<file path="config.mk">
export PLATFORM = sky130hd
export DESIGN_NAME = vc_credit_status
export DESIGN_NICKNAME = d
export VERILOG_FILES = /design/src/rtl/vc_credit_status.sv
export SDC_FILE = /design/constraint.sdc
export NUM_CORES = 1
export LEC_CHECK = 0
export CORE_ASPECT_RATIO = 1.4
export CORE_MARGIN = 2
export CORE_UTILIZATION = 30
export CTS_CLUSTER_DIAMETER = 50
export DETAILED_ROUTE_END_ITERATION = 6
export GPL_TIMING_DRIVEN = 0
export MAX_ROUTING_LAYER = met4
export PLACE_DENSITY = 0.58
export SYNTH_ARGS = -nofsm -noshare
export SYNTH_HDL_FRONTEND = slang
export SYNTH_SLANG_ARGS = --single-unit
</file>
<file path="constraint.sdc">
create_clock -name clk -period 2.3 [get_ports clk]
set_input_delay 0.23 -clock clk [delete_from_list [all_inputs] [get_ports clk]]
set_output_delay 0.23 -clock clk [all_outputs]
set_load 0.005 [all_outputs]
</file>
<file path="src/rtl/vc_credit_status.sv">
// vc_credit_status
//   Tracks a downstream credit counter and a busy (allocated) flag for every
//   (output port, VC) pair of a router and exposes them as flat, one-hot
//   indexable status vectors. All outputs come straight from registers, so
//   there is no combinational path from any input to any output.
//
// Ports
//   clk, rst_n          router clock, asynchronous active-low reset
//   flit_sent           a flit left on (sent_port, sent_vc); sent_tail marks a tail
//   alloc_valid         VC allocator grant of (alloc_port, alloc_vc)
//   credit_valid[p]     credit return on port p for VC credit_vc[p*NV +: NV]
//   vc_blocked[p*NV+v]  credit counter of (p,v) is zero
//   vc_free[p*NV+v]     (p,v) is not allocated
//   err                 sticky protocol error, cleared only by reset
module vc_credit_status #(
  parameter int NP        = 5,
  parameter int NV        = 4,
  parameter int BUF_DEPTH = 4,
  parameter int CW        = 3
) (
  input  logic                 clk,
  input  logic                 rst_n,
  input  logic                 flit_sent,
  input  logic [NP-1:0]        sent_port,
  input  logic [NV-1:0]        sent_vc,
  input  logic                 sent_tail,
  input  logic                 alloc_valid,
  input  logic [NP-1:0]        alloc_port,
  input  logic [NV-1:0]        alloc_vc,
  input  logic [NP-1:0]        credit_valid,
  input  logic [NP*NV-1:0]     credit_vc,
  output logic [NP*NV-1:0]     vc_blocked,
  output logic [NP*NV-1:0]     vc_free,
  output logic                 err
);

  localparam int NE = NP * NV;
  localparam logic [CW-1:0] CREDIT_MAX = CW'(BUF_DEPTH);

  // A strobe whose selects are not exactly one-hot is dropped as a whole
  // and only flags the error.
  logic send_ok, send_err;
  logic alloc_ok, alloc_err;
  logic [NP-1:0] cred_ok, cred_err;
  logic [NE-1:0] entry_err;
  logic err_reg, err_next;

  assign send_ok   = flit_sent & $onehot(sent_port) & $onehot(sent_vc);
  assign send_err  = flit_sent & ~send_ok;
  assign alloc_ok  = alloc_valid & $onehot(alloc_port) & $onehot(alloc_vc);
  assign alloc_err = alloc_valid & ~alloc_ok;

  genvar gi;
  generate
    for (gi = 0; gi < NP; gi++) begin : g_port
      assign cred_ok[gi]  = credit_valid[gi] & $onehot(credit_vc[gi*NV +: NV]);
      assign cred_err[gi] = credit_valid[gi] & ~cred_ok[gi];
    end

    for (gi = 0; gi < NE; gi++) begin : g_entry
      localparam int P = gi / NV;
      localparam int V = gi % NV;

      logic          dec, inc, alloc, rel;
      logic [CW-1:0] credit_reg, credit_next;
      logic          busy_reg, busy_next;
      logic          err_hit;

      assign dec   = send_ok & sent_port[P] & sent_vc[V];
      assign inc   = cred_ok[P] & credit_vc[gi];
      assign alloc = alloc_ok & alloc_port[P] & alloc_vc[V];
      assign rel   = dec & sent_tail;

      always_comb begin
        credit_next = credit_reg;
        busy_next   = busy_reg;
        err_hit     = 1'b0;
        // A simultaneous send and return cancel out.
        if (dec && !inc) begin
          if (credit_reg == '0) err_hit = 1'b1;
          else                  credit_next = credit_reg - CW'(1);
        end else if (inc && !dec) begin
          if (credit_reg == CREDIT_MAX) err_hit = 1'b1;
          else                          credit_next = credit_reg + CW'(1);
        end
        // Allocation wins over a same-cycle release, but that is still an error.
        if (alloc) begin
          if (busy_reg || rel) err_hit = 1'b1;
          busy_next = 1'b1;
        end else if (rel) begin
          if (!busy_reg) err_hit = 1'b1;
          busy_next = 1'b0;
        end
      end

      always_ff @(posedge clk or negedge rst_n) begin
        if (!rst_n) begin
          credit_reg <= CREDIT_MAX;
          busy_reg   <= 1'b0;
        end else begin
          credit_reg <= credit_next;
          busy_reg   <= busy_next;
        end
      end

      assign entry_err[gi]  = err_hit;
      assign vc_blocked[gi] = (credit_reg == '0);
      assign vc_free[gi]    = ~busy_reg;
    end
  endgenerate

  assign err_next = err_reg | send_err | alloc_err | (|cred_err) | (|entry_err);

  always_ff @(posedge clk or negedge rst_n) begin
    if (!rst_n) err_reg <= 1'b0;
    else        err_reg <= err_next;
  end

  assign err = err_reg;

endmodule

</file>
Word level (Yosys, flattened, before mapping)
Cells that the tools add are included.
{"block": "classes", "add_sub_neg": 69, "n_eq_ne": 69, "muxes": 280, "bitwise_logic": 137, "n_reduce_logical": 182}
{"op": "$mux W3", "n": 80}
{"op": "$mux W1", "n": 200}
{"op": "$and A1 B1 Y1", "n": 106}
{"op": "$ne A2 B2 Y1 const B", "n": 40}
{"op": "$reduce_bool A2 Y1", "n": 40}
{"op": "$add A3 B1 Y3 const B", "n": 20}
{"op": "$eq A3 B3 Y1 const B", "n": 20}
{"op": "$logic_not A3 Y1", "n": 20}
{"op": "$reduce_and A3 Y1", "n": 20}
{"op": "$sub A3 B1 Y3 const B", "n": 20}
{"op": "$logic_and A1 B1 Y1", "n": 40}
{"op": "$logic_not A1 Y1", "n": 40}
{"op": "$add A1 B1 Y2", "n": 18}
{"op": "$add A2 B2 Y3", "n": 9}
{"op": "$eq A3 B1 Y1 const B", "n": 9}
{"op": "$not A1 Y1", "n": 27}
{"op": "$logic_or A1 B1 Y1", "n": 20}
{"op": "$reduce_or A20 Y1", "n": 1}
{"op": "$add A3 B1 Y3", "n": 2}
{"op": "$reduce_or A5 Y1", "n": 1}
{"op": "$or A1 B1 Y1", "n": 4}
{"block": "totals", "ff_bits": 81, "output_inout_bits": 41}

Depth between registers and ports, before layout
{"block": "logic_depth", "ltp_word": 17, "mapped_depth": 17, "depth_no_buf": 16}

Least setup slack after synthesis
Ideal clock, no wire load.
{"block": "synth_path", "path_kind": "input to register", "start": "in sent_port[1]", "end": "reg err_reg, in the netlist err", "arrival_ps": 3761, "slack_ps": -1600, "stages": 15, "n_path_buf": 1, "path_cell_list": "inv_1 fa_1 fa_1 inv_1 ha_1 nor3_1 nand2_1 clkbuf_1 nor3_1 ha_1 nand4b_1 nand4_1 a2111oi_0 nand4_1 or4_1"}
{"block": "synth_between", "elab_chain_len": 17, "elab_cells_between_ends": 258, "cone_classes": "add/sub (3); eq/ne (1); mux (120); bitwise (53); reduce/logical (81)"}
{"element": "from (decl)", "line": "24", "source": "input logic [NP-1:0] sent_port,"}
{"element": "$add A1 B1 Y2 (not written as such)", "line": "48", "source": "assign send_ok = flit_sent & $onehot(sent_port) & $onehot(sent_vc);"}
{"element": "$add A2 B2 Y3 (not written as such)", "line": "48"}
{"element": "$add A3 B1 Y3 (not written as such)", "line": "48"}
{"element": "$eq A3 B1 Y1", "line": "48"}
{"element": "$and A1 B1 Y1 (2 in a row)", "line": "48"}
{"element": "$and A1 B1 Y1 (2 in a row)", "line": "69", "source": "assign dec = send_ok & sent_port[P] & sent_vc[V];"}
{"element": "$logic_not A1 Y1", "line": "82", "source": "end else if (inc && !dec) begin"}
{"element": "$logic_and A1 B1 Y1", "line": "82"}
{"element": "$mux W1", "line": "82"}
{"element": "$mux W1", "line": "79", "source": "if (dec && !inc) begin"}
{"element": "$mux W1", "line": "91", "source": "if (!busy_reg) err_hit = 1'b1;"}
{"element": "$mux W1", "line": "90", "source": "end else if (rel) begin"}
{"element": "$mux W1", "line": "87", "source": "if (alloc) begin"}
{"element": "$reduce_or A20 Y1", "line": "112", "source": "assign err_next = err_reg | send_err | alloc_err | (|cred_err) | (|entry_err);"}
{"element": "$or A1 B1 Y1 (*)", "line": "112"}
{"element": "via err_next", "line": "46", "source": "logic err_reg, err_next;"}
{"element": "to (signal assigned)", "line": "116", "source": "else err_reg <= err_next;"}
{"element": "to (decl)", "line": "46"}
Mark *: on every way through the listed nets, which the timed path passes. The rest lies on a longest branch.
A chain may end at the register's enable or synchronous reset.

Worst setup path after layout
{"block": "layout_path", "start": "in sent_port[3]", "end": "reg err_reg, in the netlist err"}
The elaborated chain is that of the path after synthesis.

==> impl_results.md <==
* Status: finished, violations left
* Failing checks: setup timing
* Setup CP Type: in -> reg
* WHS Path Cells at 3
* Setup slack after layout at -1389 ps
* Final-stage net count at 1163
* Final Slew Violations at 0
* Initial antenna violation count at 0
* # clock sinks at 81
* Pwr/cell area at 807.8 nW/um2
* Post-synth ARST share at 1.000
* Startpoint types: input pin
* FF+latch count, synth at 81
* Num rows at 65
* Worst R2R Path Depth at 5
* Yosys warns at 0
* GRT Util Overall at 0.1818
* Routability cong. at 0.8831
* Ys flop type: dfrtp_1
* Initial Utilization at 0.3054
* Antenna diodes at 0
* Worst-Skew Late Latency at 350 ps
* Worst hold path type: in -> reg
* Residual DRC count at 0
* Via count at 6707
* Rel. slew slack at 0.5373
* Number of enable flip-flop cells after synthesis at 0
* Final setup vio count at 82
* VDD IR max at 0.0003785 V
* CP Data Arrival Time at 3900 ps
* Reg-to-reg endpoint: err$_DFF_PN0_
* Final hold vios at 0
* WP data required at 2510 ps
* Post-Layout Cell Count at 1334
* Yosys cell types at 50
* Leakage at 4.495 nW
* Filler cells at 2243
* Synthesized cell area at 6905 um2
* Area leader, netlist: dfrtp_1
* Final hold slack at 262.5 ps
* Main combinational cell family by area after synthesis: compound AO/OA/AOI/OAI gates
* Max reg flops at 60
* Clock transition at path regs at 60 ps
* IO Count at 89
* Gate count of the mapped netlist at 838
* Final Skew at 10.42 ps
* DP Wirelength at 15940 um
* First-pass GRT wire length at 33740 um
* Adder-cell share of the synthesized area at 0.1913
* Vias per cell at 5.028
* Top cell type's share of synthesized area at 0.2211
* Vias in the first global route at 6487
* Clk pwr share at 0.195
* Power share of the combinational group at 0.444
* Cell Int Power at 5.123 mW
* Die area at 24260 um2
* Share of cells above drive strength 1 at 0.3233
* DRT iter0 DRCs at 418
* GR Overflow Total at 0
* Multi-input logic area at 5218 um2
* Sequential power share at 0.361
* Core ar. at 22610 um2
* Compound-Gate Fraction of Synth Area at 0.1982
* Placed cells at 1228
* Period Utilization, post-route at 1.604
* Most frequent cell after synthesis: inv_1
* Fin crit period at 3689 ps
* Die W at 132.2 um
* Sequential-to-total area share from yosys stat at 0.2972
* Wire per inst at 16.54 um
* Slew @ Worst Pin at 694.1 ps
* Critical hold path startpoint: alloc_vc[3]
* Register Area at 2052 um2
* Die height at 183.5 um
* F_max at 271.1 MHz
* Top cells by count, synth: 152 x inv_1, 83 x nand2_1, 73 x nor2_1
* Post-synthesis xor/xnor area fraction at 0.02283
* RSZ-0062 raised after global routing: true
* CTS root buf: clkbuf_16
* Mux contribution to synthesized area at 0.004530
* Worst reg2reg startpoint: g_entry[5].credit_reg[2]$_DFFE_PN1P_
* Worst Path Max Fanout at 3
* Switch share at 0.3947
* H-tree levels at 3
* FF-to-FF setup slack at -110 ps
* Post-synthesis simple-gate area fraction at 0.1951
* Sw power at 3.340 mW
* Port-buffer cells at 88
* Num CTS Buffers at 9
* Worst hold endpoint: g_entry[7].busy_reg$_DFFE_PN0P_
* Post-route ant nets at 0
* Layout area overhead at 51.73%
* DRT Pass-1 Iters at 5
* Clk buf depth at 2
* CTS tree: done
* Worst slack at placement at -2743 ps
* Drt total wl at 22060 um
* Synth top area cells: dfrtp_1 22%, ha_1 10%, fa_1 9.0%, inv_1 8.3%, dfstp_2 7.6%
* Syn avg cell area at 8.240 um2
* Origin of the worst setup path: sent_port[3]
* CP endpoint kind: flop
* Syn nets at 973
* Max-Cap Viols at 0
* Pin count of the biggest net entering global routing at 53
==> what timing repair did <==
item | CTS | global route
setup endpoints to repair | 81 | 82
gates cloned | 1 | 1
setup buffers | 51 | 43
pin swaps | 44 | 60
hold endpoints to repair | 22 | 0
resized for setup | 185 | 119
hold buffers | 1 | 0
==> critical path, cell delays in order <==
cell	delay (ps)
buf_8	80
clkinvlp_4	90
fa_1	480
fa_2	350
inv_2	70
ha_4	200
nor3_4	240
nand2_4	100
buf_6	150
buf_6	120
buf_6	110
nor3_4	210
inv_1	80
ha_1	190
nand3_1	70
o21ai_0	80
a222oi_1	320
nand4_1	210
or4_1	500
==> cells by family (layout without fill, tap and decap cells) <==
family	after synthesis	in the layout
and+or+nand+nor	279	279
adders and majority gates	87	87
DFF	81	81
muxes	3	3
buffers and inverters	167	362
xor gates and xnor gates	18	18
AOI/OAI and AO/OA	203	203
==> cell usage in the layout (no fill, tap or decap), types with 12 or more instances in the layout <==
master	count
a21oi_1	20
a32o_1	16
buf_4	53
buf_6	39
clkbuf_16	12
clkdlybuf4s50_1	57
dfrtp_1	61
dfstp_2	20
fa_1	12
fa_2	19
ha_1	26
ha_4	23
inv_1	130
nand2_1	62
nand2_2	20
nor2_1	70
nor3_1	20
nor3_4	18
o21ai_0	30
o21ai_1	32
o22a_1	12
==> metal layers <==
layer,part of all wire,up-vias,global-route usage,wire [um]
li1,-,3260,-,-
met1,0.42,3230,0.2133,9173
met2,0.50,168,0.3154,11110
met3,0.036,49,0.02040,799
met4,0.044,0,0.07957,973
met5,0,-,-,0
==> power groups by stage <==
stage | registers, mW | clock network [mW] | logic (mW)
after detailed placement | 3.01 | 0 | 3.30
after floorplan | 2.78 | 0 | 2.17
after CTS | 3.02 | 1.68 | 3.59
final | 3.05 | 1.65 | 3.76
after global routing | 3.17 | 1.73 | 4.21
after global placement | 3.01 | 0 | 3.22
==> worst max-delay path by stage <==
stage / slack [ps] / endpoint / cells past startpoint
floorplan: -1290 / err$_DFF_PN0_ / 17
detailed placement: -2740 / err$_DFF_PN0_ / 17
finish: -1390 / err$_DFF_PN0_ / 19
global route: -1570 / err$_DFF_PN0_ / 18
CTS: -1560 / err$_DFF_PN0_ / 16
global placement: -2750 / err$_DFF_PN0_ / 17
==> cell type report <==
cell class	count	area share
multi-input cells	590	0.4980
plain buffers	14	0.01230
flip-flops and latches	81	0.1958
clock inverters	4	0.007165
inverters	153	0.05828
clock buffers	12	0.02448
repair buffers	179	0.1680
well taps	301	0.03594
==> per-stage QoR <==
step                total power [mW]  instance area, um2  TNS [ps]    util
floorplan                      4.953                7356    -48090       -
global placement               6.231                8613   -306060  0.3810
detailed placement             6.302                8638   -133910  0.3821
CTS                            8.289                9948    -51330  0.4400
global route                   9.108               10480    -50520  0.4634
finish                         8.463               10480    -41810  0.4634
Note: power is estimated with default switching activity, not from simulation.
